<file path="src/rtl/mjpeg_pkg.sv">
// Shared MJPEG encoder definitions: scheduler states, component IDs, block geometry
// and the quantisation-table selector codes.
package mjpeg_pkg;

  typedef enum logic [1:0] {
    ST_IDLE = 2'd0,
    ST_WAIT = 2'd1,
    ST_RUN  = 2'd2,
    ST_GAP  = 2'd3
  } sched_state_t;

  typedef enum logic [1:0] {
    COMP_Y  = 2'd0,
    COMP_CB = 2'd1,
    COMP_CR = 2'd2
  } comp_t;

  localparam int         BLK_BEATS  = 64;
  localparam logic [5:0] BEAT_LAST  = 6'(BLK_BEATS - 1);
  localparam logic [5:0] BEAT_PRE   = 6'(BLK_BEATS - 2);
  localparam logic       TBL_LUMA   = 1'b0;
  localparam logic       TBL_CHROMA = 1'b1;

  // MCU order: Y_PER_MCU luma blocks, then one Cb, then one Cr.
  function automatic comp_t comp_of_blk(input logic [2:0] blk_idx, input logic [2:0] y_per_mcu);
    if (blk_idx < y_per_mcu) begin
      return COMP_Y;
    end else if (blk_idx == y_per_mcu) begin
      return COMP_CB;
    end
    return COMP_CR;
  endfunction

  function automatic logic [2:0] comp_onehot(input comp_t c);
    logic [2:0] oh;
    oh = 3'b000;
    case (c)
      COMP_Y:  oh = 3'b001;
      COMP_CB: oh = 3'b010;
      COMP_CR: oh = 3'b100;
      default: oh = 3'b000;
    endcase
    return oh;
  endfunction

  function automatic comp_t onehot_to_comp(input logic [2:0] oh);
    if (oh[2]) begin
      return COMP_CR;
    end else if (oh[1]) begin
      return COMP_CB;
    end
    return COMP_Y;
  endfunction

  function automatic logic table_of(input comp_t c);
    return (c == COMP_Y) ? TBL_LUMA : TBL_CHROMA;
  endfunction

endpackage

</file>
<file path="src/rtl/quant_blk_seq_cnt.sv">
// Counter chain for the block scheduler: beat within a block, block within an MCU,
// MCU within a frame, each with a terminal-count flag.
module quant_blk_seq_cnt
  import mjpeg_pkg::*;
#(
  parameter int Y_PER_MCU     = 4,
  parameter int MCU_PER_FRAME = 1200
) (
  input  logic       sys_clk,
  input  logic       sys_rst_n,
  input  logic       clr_all,
  input  logic       beat_inc,
  input  logic       beat_clr,
  input  logic       blk_step,
  output logic [5:0] beat,
  output logic [2:0] blk_idx,
  output logic       beat_last,
  output logic       beat_pre_last,
  output logic       blk_last,
  output logic       mcu_last
);

  localparam logic [2:0]  BLK_LAST = 3'(Y_PER_MCU + 1);
  localparam logic [15:0] MCU_LAST = 16'(MCU_PER_FRAME - 1);

  logic [5:0]  beat_reg;
  logic [2:0]  blk_reg;
  logic [15:0] mcu_reg;

  // The beat counter wraps 63 -> 0 on its own, so it is already 0 in GAP.
  always_ff @(posedge sys_clk or negedge sys_rst_n) begin
    if (!sys_rst_n) begin
      beat_reg <= 6'd0;
    end else if (beat_clr || clr_all) begin
      beat_reg <= 6'd0;
    end else if (beat_inc) begin
      beat_reg <= 6'(beat_reg + 6'd1);
    end
  end

  // On the final block of the final MCU only blk_idx clears; mcu_cnt parks at its terminal value.
  always_ff @(posedge sys_clk or negedge sys_rst_n) begin
    if (!sys_rst_n) begin
      blk_reg <= 3'd0;
      mcu_reg <= 16'd0;
    end else if (clr_all) begin
      blk_reg <= 3'd0;
      mcu_reg <= 16'd0;
    end else if (blk_step) begin
      if (blk_reg == BLK_LAST) begin
        blk_reg <= 3'd0;
        if (mcu_reg != MCU_LAST) begin
          mcu_reg <= 16'(mcu_reg + 16'd1);
        end
      end else begin
        blk_reg <= 3'(blk_reg + 3'd1);
      end
    end
  end

  assign beat          = beat_reg;
  assign blk_idx       = blk_reg;
  assign beat_last     = (beat_reg == BEAT_LAST);
  assign beat_pre_last = (beat_reg == BEAT_PRE);
  assign blk_last      = (blk_reg == BLK_LAST);
  assign mcu_last      = (mcu_reg == MCU_LAST);

endmodule

</file>
<file path="src/rtl/quant_block_sched.sv">
// Sequences Y/Cb/Cr DCT blocks into the quantiser in MCU order as 64-beat read bursts,
// with a delayed quantiser start, explicit table select and downstream bank backpressure.
module quant_block_sched
  import mjpeg_pkg::*;
#(
  parameter int Y_PER_MCU     = 4,
  parameter int MCU_PER_FRAME = 1200
) (
  input  logic       sys_clk,
  input  logic       sys_rst_n,
  input  logic       frame_start,
  input  logic       frame_abort,
  input  logic [2:0] req,
  input  logic [1:0] bank_busy,
  output logic [2:0] grant,
  output logic       rd_en,
  output logic [5:0] rd_addr,
  output logic [2:0] blk_ack,
  output logic       quant_start,
  output logic       table_sel,
  output logic [1:0] comp_id,
  output logic       mcu_done,
  output logic       frame_done,
  output logic       busy
);

  localparam logic [2:0] Y_N = 3'(Y_PER_MCU);

  sched_state_t state_reg;
  logic         rd_en_reg;
  logic [2:0]   grant_reg;
  logic [2:0]   blk_ack_reg;
  logic         quant_start_reg;
  logic         table_sel_reg;
  logic [1:0]   comp_id_reg;
  logic         mcu_done_reg;
  logic         frame_done_reg;
  logic         busy_reg;

  logic [5:0]   beat;
  logic [2:0]   blk_idx;
  logic         beat_last;
  logic         beat_pre_last;
  logic         blk_last;
  logic         mcu_last;

  comp_t        exp_comp;
  comp_t        next_comp;
  logic         bank_free;
  logic         exp_ready;
  logic         next_ready;

  logic         clr_all;
  logic         beat_inc;
  logic         blk_step;

  // next_comp is the block that follows the one finishing now; GAP samples it so an
  // unstalled stream keeps a 65-cycle block period.
  always_comb begin
    exp_comp   = comp_of_blk(blk_idx, Y_N);
    next_comp  = blk_last ? COMP_Y : comp_of_blk(3'(blk_idx + 3'd1), Y_N);
    bank_free  = (bank_busy != 2'b11);
    exp_ready  = req[exp_comp] && bank_free;
    next_ready = req[next_comp] && bank_free;
  end

  assign clr_all  = (state_reg == ST_IDLE) && frame_start && !frame_abort;
  assign beat_inc = (state_reg == ST_RUN) && !frame_abort;
  assign blk_step = (state_reg == ST_GAP) && !frame_abort;

  quant_blk_seq_cnt #(
    .Y_PER_MCU    (Y_PER_MCU),
    .MCU_PER_FRAME(MCU_PER_FRAME)
  ) u_seq_cnt (
    .sys_clk      (sys_clk),
    .sys_rst_n    (sys_rst_n),
    .clr_all      (clr_all),
    .beat_inc     (beat_inc),
    .beat_clr     (frame_abort),
    .blk_step     (blk_step),
    .beat         (beat),
    .blk_idx      (blk_idx),
    .beat_last    (beat_last),
    .beat_pre_last(beat_pre_last),
    .blk_last     (blk_last),
    .mcu_last     (mcu_last)
  );

  always_ff @(posedge sys_clk or negedge sys_rst_n) begin
    if (!sys_rst_n) begin
      state_reg       <= ST_IDLE;
      rd_en_reg       <= 1'b0;
      grant_reg       <= 3'b000;
      blk_ack_reg     <= 3'b000;
      quant_start_reg <= 1'b0;
      table_sel_reg   <= TBL_LUMA;
      comp_id_reg     <= 2'd0;
      mcu_done_reg    <= 1'b0;
      frame_done_reg  <= 1'b0;
      busy_reg        <= 1'b0;
    end else begin
      // Quantiser side trails the read side by the one-cycle buffer read latency.
      quant_start_reg <= rd_en_reg;
      comp_id_reg     <= onehot_to_comp(grant_reg);
      table_sel_reg   <= table_of(onehot_to_comp(grant_reg));
      blk_ack_reg     <= 3'b000;
      mcu_done_reg    <= 1'b0;
      frame_done_reg  <= 1'b0;

      if (frame_abort) begin
        state_reg <= ST_IDLE;
        rd_en_reg <= 1'b0;
        grant_reg <= 3'b000;
        busy_reg  <= 1'b0;
      end else begin
        case (state_reg)
          ST_IDLE: begin
            if (frame_start) begin
              state_reg <= ST_WAIT;
              busy_reg  <= 1'b1;
            end
          end
          ST_WAIT: begin
            if (exp_ready) begin
              state_reg <= ST_RUN;
              rd_en_reg <= 1'b1;
              grant_reg <= comp_onehot(exp_comp);
            end
          end
          ST_RUN: begin
            if (beat_last) begin
              state_reg      <= ST_GAP;
              rd_en_reg      <= 1'b0;
              grant_reg      <= 3'b000;
              mcu_done_reg   <= blk_last;
              frame_done_reg <= blk_last && mcu_last;
            end else if (beat_pre_last) begin
              blk_ack_reg <= grant_reg;
            end
          end
          ST_GAP: begin
            if (blk_last && mcu_last) begin
              state_reg <= ST_IDLE;
              busy_reg  <= 1'b0;
            end else if (next_ready) begin
              state_reg <= ST_RUN;
              rd_en_reg <= 1'b1;
              grant_reg <= comp_onehot(next_comp);
            end else begin
              state_reg <= ST_WAIT;
            end
          end
          default: state_reg <= ST_IDLE;
        endcase
      end
    end
  end

  assign grant       = grant_reg;
  assign rd_en       = rd_en_reg;
  assign rd_addr     = beat;
  assign blk_ack     = blk_ack_reg;
  assign quant_start = quant_start_reg;
  assign table_sel   = table_sel_reg;
  assign comp_id     = comp_id_reg;
  assign mcu_done    = mcu_done_reg;
  assign frame_done  = frame_done_reg;
  assign busy        = busy_reg;

endmodule

</file>
<file path="config.mk">
export PLATFORM = sky130hd
export DESIGN_NAME = quant_block_sched
export DESIGN_NICKNAME = d
export VERILOG_FILES = /design/src/rtl/mjpeg_pkg.sv /design/src/rtl/quant_blk_seq_cnt.sv /design/src/rtl/quant_block_sched.sv
export SDC_FILE = /design/constraint.sdc
export NUM_CORES = 1
export LEC_CHECK = 0
export BUFFER_PORTS_ARGS = -buffer_cell sky130_fd_sc_hd__buf_4
export CORE_UTILIZATION = 24
export CTS_CLUSTER_SIZE = 40
export DETAILED_ROUTE_END_ITERATION = 16
export HOLD_SLACK_MARGIN = 0.15
export SKIP_LAST_GASP = 1
export SLEW_MARGIN = 10
export SYNTH_ARGS = -nofsm -noshare
export SYNTH_HDL_FRONTEND = slang
export SYNTH_HIERARCHICAL = 1
export SYNTH_SLANG_ARGS = --single-unit
</file>
<file path="constraint.sdc">
create_clock -name sys_clk -period 2.83 [get_ports sys_clk]
set_clock_uncertainty 0.05 [all_clocks]
set_input_delay 0 -clock sys_clk [delete_from_list [all_inputs] [get_ports sys_clk]]
set_output_delay 0 -clock sys_clk [all_outputs]
set_load 0.02 [all_outputs]
</file>
==> results of run 1 <==
[Yosys cell counts, types with 2 or more instances]
master,instances
and4bb_1,2
xor2_1,4
inv_1,10
and3b_1,2
nand3_1,6
o21ai_1,3
nor2b_1,5
nor3b_1,3
or4_1,6
nand2b_1,2
nor2_1,24
and3_1,3
or2_2,3
dfrtp_1,41
clkbuf_1,8
mux2i_1,2
ha_1,5
xnor2_1,7
a21oi_1,12
nor4_1,4
o31ai_1,5
nand4b_1,2
mux2_4,3
and2_1,4
buf_1,2
nand2_1,15
nor3_1,2
o21ai_0,6
nor4b_1,2
nand4_1,4
or3_1,5
[stage by stage]
stage                     area, um2  hold slack (ps)  utilization (%)
after floorplan                2206           -345.6                -
after global placement         2564           -31.70            29.11
after detailed placement       2564           -28.69            29.11
after CTS                      2710            164.7            30.78
after global routing           2710            198.9            30.78
final                          2710            161.0            30.78
[final cells by class]
| class | count | area (um2) |
|---|---|---|
| Clock buffer | 7 | 86.33 |
| Tap cell | 108 | 135.1 |
| Timing Repair Buffer | 37 | 285.3 |
| Multi-Input combinational cell | 162 | 1110 |
| Clock inverter | 1 | 30.03 |
| Fill cell | 900 | 6096 |
| Inverter | 10 | 37.54 |
| Sequential cell | 41 | 1026 |
[worst max-delay path by stage]
| stage | to | slack, ps | cells past startpoint |
|---|---|---|---|
| after floorplan | grant[0]$_DFFE_PN0P_ | 520 | 6 |
| after global placement | u_seq_cnt/mcu_reg[13]$_DFFE_PN0P_ | 520 | 7 |
| after detailed placement | u_seq_cnt/mcu_reg[13]$_DFFE_PN0P_ | 450 | 7 |
| after CTS | u_seq_cnt/mcu_reg[13]$_DFFE_PN0P_ | 370 | 9 |
| after global routing | u_seq_cnt/mcu_reg[13]$_DFFE_PN0P_ | 90 | 9 |
| final | u_seq_cnt/mcu_reg[13]$_DFFE_PN0P_ | 350 | 9 |
[metal layers]
| metal | vias up | wire length, um | global-route usage (%) |
|---|---|---|---|
| met2 | 37 | 2056 | 15.93 |
| li1 | 866 | - | - |
| met4 | 0 | 95 | 4.895 |
| met1 | 845 | 2367 | 14.22 |
| met3 | 6 | 212 | 2.434 |
| met5 | - | 0 | 0 |
[power breakdown]
part / internal [W] / switching [W] / leakage (nW) / total, W
logic: 0.0000503 / 0.0000668 / 0.574 / 0.000117
clock network: 0.000288 / 0.000210 / 0.0585 / 0.000498
registers: 0.000597 / 0.0000113 / 0.566 / 0.000608
[cell families after synthesis]
kind of cell | after synthesis
AOI/OAI and AO/OA | 38
xor gates and xnor gates | 11
adders and majority gates | 5
buffers and inverters | 20
DFF | 41
muxes | 6
and+or+nand+nor | 102
[what timing repair did]
action | CTS | global route
hold buffers | 3 | 0
resized for setup | 0 | 0
endpoints found under the hold margin | 52 | 0
==> out/qor.yml, run 1 <==
logic_synthesis:
  yosys.area_share.simple_pct: 27.45
  syn_nets: 237
  ys_ff_latch: 41
  syn_avg_cell_area_um2: 9.892
  synth_cell_types: 52
  synth.area.top_cells: "dfrtp_1 47%, nor2_1 4.1%, ha_1 2.8%"
  synthAdderAreaFrac_pct: 2.836
  synth_top_family_by_area: "simple AND/OR/NAND/NOR gates"
  yosys_most_used_dff: "dfrtp_1"
  synth.yosys.seq_area_share_pct: 46.51
  synth_top_cell_area_share_pct: 46.51
  ys_warn_count: 6
  synthXorXnorAreaFrac_pct: 4.368
  synth_area_um2: 2206
  synth_edf_count: 0
  synth_compound_area_share_pct: 11.97
  synthMuxAreaShare_pct: 3.460
  netlist.top_cell.by_area: "dfrtp_1"
  synthArstFlopShare_pct: 100.0
  syn_inst: 223
setup_path:
  rr_endpoint: "u_seq_cnt/mcu_reg[13]$_DFFE_PN0P_"
  critical-path-max-stage-delay_ps: 540
  crit_start: "frame_abort"
  cp.buffers_inverters: 3
  arrival_ps: 2650
  critPathSlowestCell: "dlygate4sd3_1"
  crit_path_end_kind: "flop"
  r2r_cells: 7
  path_cells: "dlygate4sd3_1, buf_4, nor2b_1, nand2_1, inv_1, nand4b_1, or3_1, or4_1, a21oi_1"
  cp.required_ps: 3010
  r2r-start: "state_reg[0]$_DFFE_PN0P_"
  crit_type: "in -> reg"
  cp_max_fo: 12
  ff2ff_setup_slack_ps: 410
  crit_path_start_kind: "input pin"
  cp_top_family: "simple AND/OR/NAND/NOR gates"
timing:
  max-slew-margin-rel_pct: 64.55
  min_period_ps: 2479
  tns_ps: 0
  setup_violations: 0
  max_freq_ghz: 0.4034
  fin_crit_sh_pct: 87.59
  worst_slew_pin_slew_ps: 531.7
  grt_setup_unrepaired: "false"
  hold_violations: 0
  worst_slack_ps: 351.3
  drv_slew: 0
route:
  drt_first_pass_iters: 10
  drt_iter0_markers: 96
  antenna_left: 0
  drc: 2
  route.vias.total: 1754
  vias_per_cell: 4.792
  drt_wl_total_um: 4731
  routedWlPerCell_um: 12.93
cts:
  clk_pin_slew_ps: 80
  clockBufferDepth: 2
  cts_root_buffer: "clkbuf_8"
  cts_sinks: 41
  post_cts_buffers: 0
  numCtsBuffers: 5
  insertion_delay_ps: 300
  cts_tree: "done"
  htreeDepth: 2
grt:
  track_usage_pct: 10.53
  overflow: 0
  grt_max_degree: 42
  antenna_found_initial: 0
  grt_pass1_vias: 1637
  grt_pass1_wl_um: 8024
floorplanning:
  start_util_pct: 25.05
  die_w_um: 97.87
  die-area_um2: 9579
  chipHeight_um: 97.87
  core_um2: 8806
  num_io_pins: 29
  rows: 34
placement:
  hpwlAfterDp_um: 3295
  io_buffers: 28
  post-place-ws_ps: 450.3
  placed_cells: 355
  place_congestion: 0.7890
power_and_ir_drop:
  total_power_w: 0.001224
  ir_drop_mv: 0.1639
  leakage_nw: 1.199
  p_per_area_nw_per_um2: 451.5
cells_and_area:
  insertedDiodeCount: 0
  area_growth_syn_to_layout_pct: 22.86
  final_cells: 366
  fin_nets: 271
  layout_common_cells: "41 x dfrtp_1, 34 x buf_4, 24 x nor2_1, 15 x nand2_1, 12 x a21oi_1"
  final_common_cell: "dfrtp_1"
  largest_reg_flops: 16
  layout-drive-gt1-share_pct: 22.87
worst_hold_path:
  hp-class: "in -> async"
run:
  maxCapViolations: 0
status:
  violations: "DRC"
  status: "finished, violations left"
Power figures use the tool's default switching activity.
==> inputs of run 2 (changes only) <==
--- a/config.mk
+++ b/config.mk
@@ -6,10 +6,13 @@
 export NUM_CORES = 1
 export LEC_CHECK = 0
 export BUFFER_PORTS_ARGS = -buffer_cell sky130_fd_sc_hd__buf_4
+export CELL_PAD_IN_SITES_DETAIL_PLACEMENT = 1
+export CELL_PAD_IN_SITES_GLOBAL_PLACEMENT = 1
 export CORE_UTILIZATION = 24
 export CTS_CLUSTER_SIZE = 40
 export DETAILED_ROUTE_END_ITERATION = 16
 export HOLD_SLACK_MARGIN = 0.15
+export PLACE_DENSITY_LB_ADDON = 0.1
 export SKIP_LAST_GASP = 1
 export SLEW_MARGIN = 10
 export SYNTH_ARGS = -nofsm -noshare
==> out/qor.yml, run 2 (synthesized netlist as in run 1, its figures left out) <==
route:
  antenna_left: 0  # unchanged
  vias_per_cell: 4.839  # +0.98%
  route.vias.total: 1776  # +1.3%
  drc: 4  # +2
  routedWlPerCell_um: 14.82  # +15%
  drt_wl_total_um: 5438  # +15%
  drt_iter0_markers: 47  # -51%
  drt_first_pass_iters: 10  # unchanged
setup_path:
  crit_type: "reg -> reg"
  arrival_ps: 2720  # +70 ps
  cp.required_ps: 2970  # -40 ps
  crit_path_start_kind: "flop"
  crit_path_end_kind: "flop"
  cp_max_fo: 12  # unchanged
cells_and_area:
  fin_nets: 272  # +0.37%
  final_cells: 367  # +0.27%
  layout_common_cells: "41 x dfrtp_1, 34 x buf_4, 24 x nor2_1, 15 x nand2_1, 12 x a21oi_1"
  final_core_util_pct: 31.09  # +0.31 points
  largest_reg_flops: 16  # unchanged
  final_common_cell: "dfrtp_1"
  layout-drive-gt1-share_pct: 23.17  # +0.30 points
  fillerInstances: 1026  # +14%
  insertedDiodeCount: 0  # unchanged
  area_growth_syn_to_layout_pct: 24.11
grt:
  met1_usage_pct: 17.02  # +2.8 points
  overflow: 0  # unchanged
  grt_pass1_wl_um: 9363  # +17%
  track_usage_pct: 12.33  # +1.8 points
  grt_pass1_vias: 1838  # +12%
  antenna_found_initial: 0  # unchanged
  use_met2_pct: 19.39  # +3.5 points
  grt-busiest-layer: "met2"
  grt_max_degree: 42  # unchanged
  grt_util_met3_pct: 2.219  # -0.21 points
timing:
  fin_crit_sh_pct: 91.12  # +3.5 points
  grt_setup_unrepaired: "false"
  max-slew-margin-rel_pct: 62.85  # -1.7 points
  drv_slew: 0  # unchanged
  min_period_ps: 2579  # +99.89 ps
  worst_slack_ps: 251.4  # -99.89 ps
  setup_violations: 0  # unchanged
  hold_violations: 0  # unchanged
  max_freq_ghz: 0.3878  # -3.9%
  tns_ps: 0  # unchanged
  worst_slew_pin_slew_ps: 557.2  # +25.51 ps
cts:
  cts_sinks: 41  # unchanged
  htreeDepth: 2  # unchanged
  numCtsBuffers: 5  # unchanged
  clockBufferDepth: 2  # unchanged
  insertion_delay_ps: 300  # about the same
  cts_root_buffer: "clkbuf_8"
  clk_pin_slew_ps: 90  # about the same
  cts_tree: "done"
floorplanning:
  chipHeight_um: 97.87  # unchanged
  core_um2: 8806  # unchanged
  num_io_pins: 29  # unchanged
  die_w_um: 97.87  # unchanged
  rows: 34  # unchanged
  die-area_um2: 9579  # unchanged
  start_util_pct: 25.05  # unchanged
power_and_ir_drop:
  leakage_nw: 1.215  # +1.3%
  ir_drop_mv: 0.1701  # +3.8%
  p_per_area_nw_per_um2: 475.2  # +5.2%
placement:
  post-place-ws_ps: 426.8  # -23.48 ps
  place_congestion: 0.7050  # -11%
  io_buffers: 28  # unchanged
  hpwlAfterDp_um: 3822  # +16%
  placed_cells: 355  # unchanged
status:
  status: "finished, violations left"
  violations: "DRC"
worst_hold_path:
  hp-class: "in -> async"
run:
  maxCapViolations: 0  # unchanged
[run 2: layout make-up]
type	count	area, um2	area share [%]
flip-flops and latches	41	1026	37.48
inverters	10	37.54	1.371
clock inverters	3	65.06	2.377
clock buffers	5	68.82	2.514
multi-input cells	162	1110	40.54
well taps	108	135.1	4.936
repair buffers	38	295.3	10.79
[run 2: critical path, cell delays in order, from the launching register on]
cell,delay [ps]
dfrtp_1,570
and3b_1,390
and4bb_1,220
o41a_1,480
nand2_1,90
a311oi_1,90
dlygate4sd3_1,570
[run 2: timing repair]
action,in CTS,in global routing
setup buffers,0,0
endpoints found under the hold margin,51,0
hold buffers,4,0
resized for setup,0,0
[run 2: final timing paths]
path	start	to	slack, ps	depth (start not counted)
min in group sys_clk	bank_busy[1]	rd_en$_DFFE_PN0P_	300	6
max in group asynchronous	sys_rst_n	u_seq_cnt/mcu_reg[15]$_DFFE_PN0P_	2160	2
setup / recovery	u_seq_cnt/blk_idx[2]$_DFFE_PN0P_	state_reg[1]$_DFFE_PN0P_	250	6
setup reg to reg	u_seq_cnt/blk_idx[2]$_DFFE_PN0P_	state_reg[1]$_DFFE_PN0P_	250	6
hold reg to reg	rd_en$_DFFE_PN0P_	quant_start$_DFF_PN0_	370	0
hold / removal	sys_rst_n	rd_en$_DFFE_PN0P_	190	2
[run 2: power breakdown]
group | internal (W) | switching, W
logic | 0.0000514 | 0.0000689
clock network | 0.000351 | 0.000221
registers | 0.000597 | 0.0000113
[run 2: metal layers]
layer	up-vias	routed length, um
met5	-	0
met4	0	82
met3	6	165
met2	29	2444
met1	874	2745
li1	867	-
[run 2: metrics by stage]
stage / power, W / cell area, um2 / hold WS (ps)
global route: 0.001356 / 2738 / 238.3
detailed placement: 0.0007389 / 2564 / -9.996
floorplan: 0.0006823 / 2206 / -345.6
global placement: 0.0007398 / 2564 / -17.49
CTS: 0.001328 / 2738 / 209.9
finish: 0.001301 / 2738 / 188.9
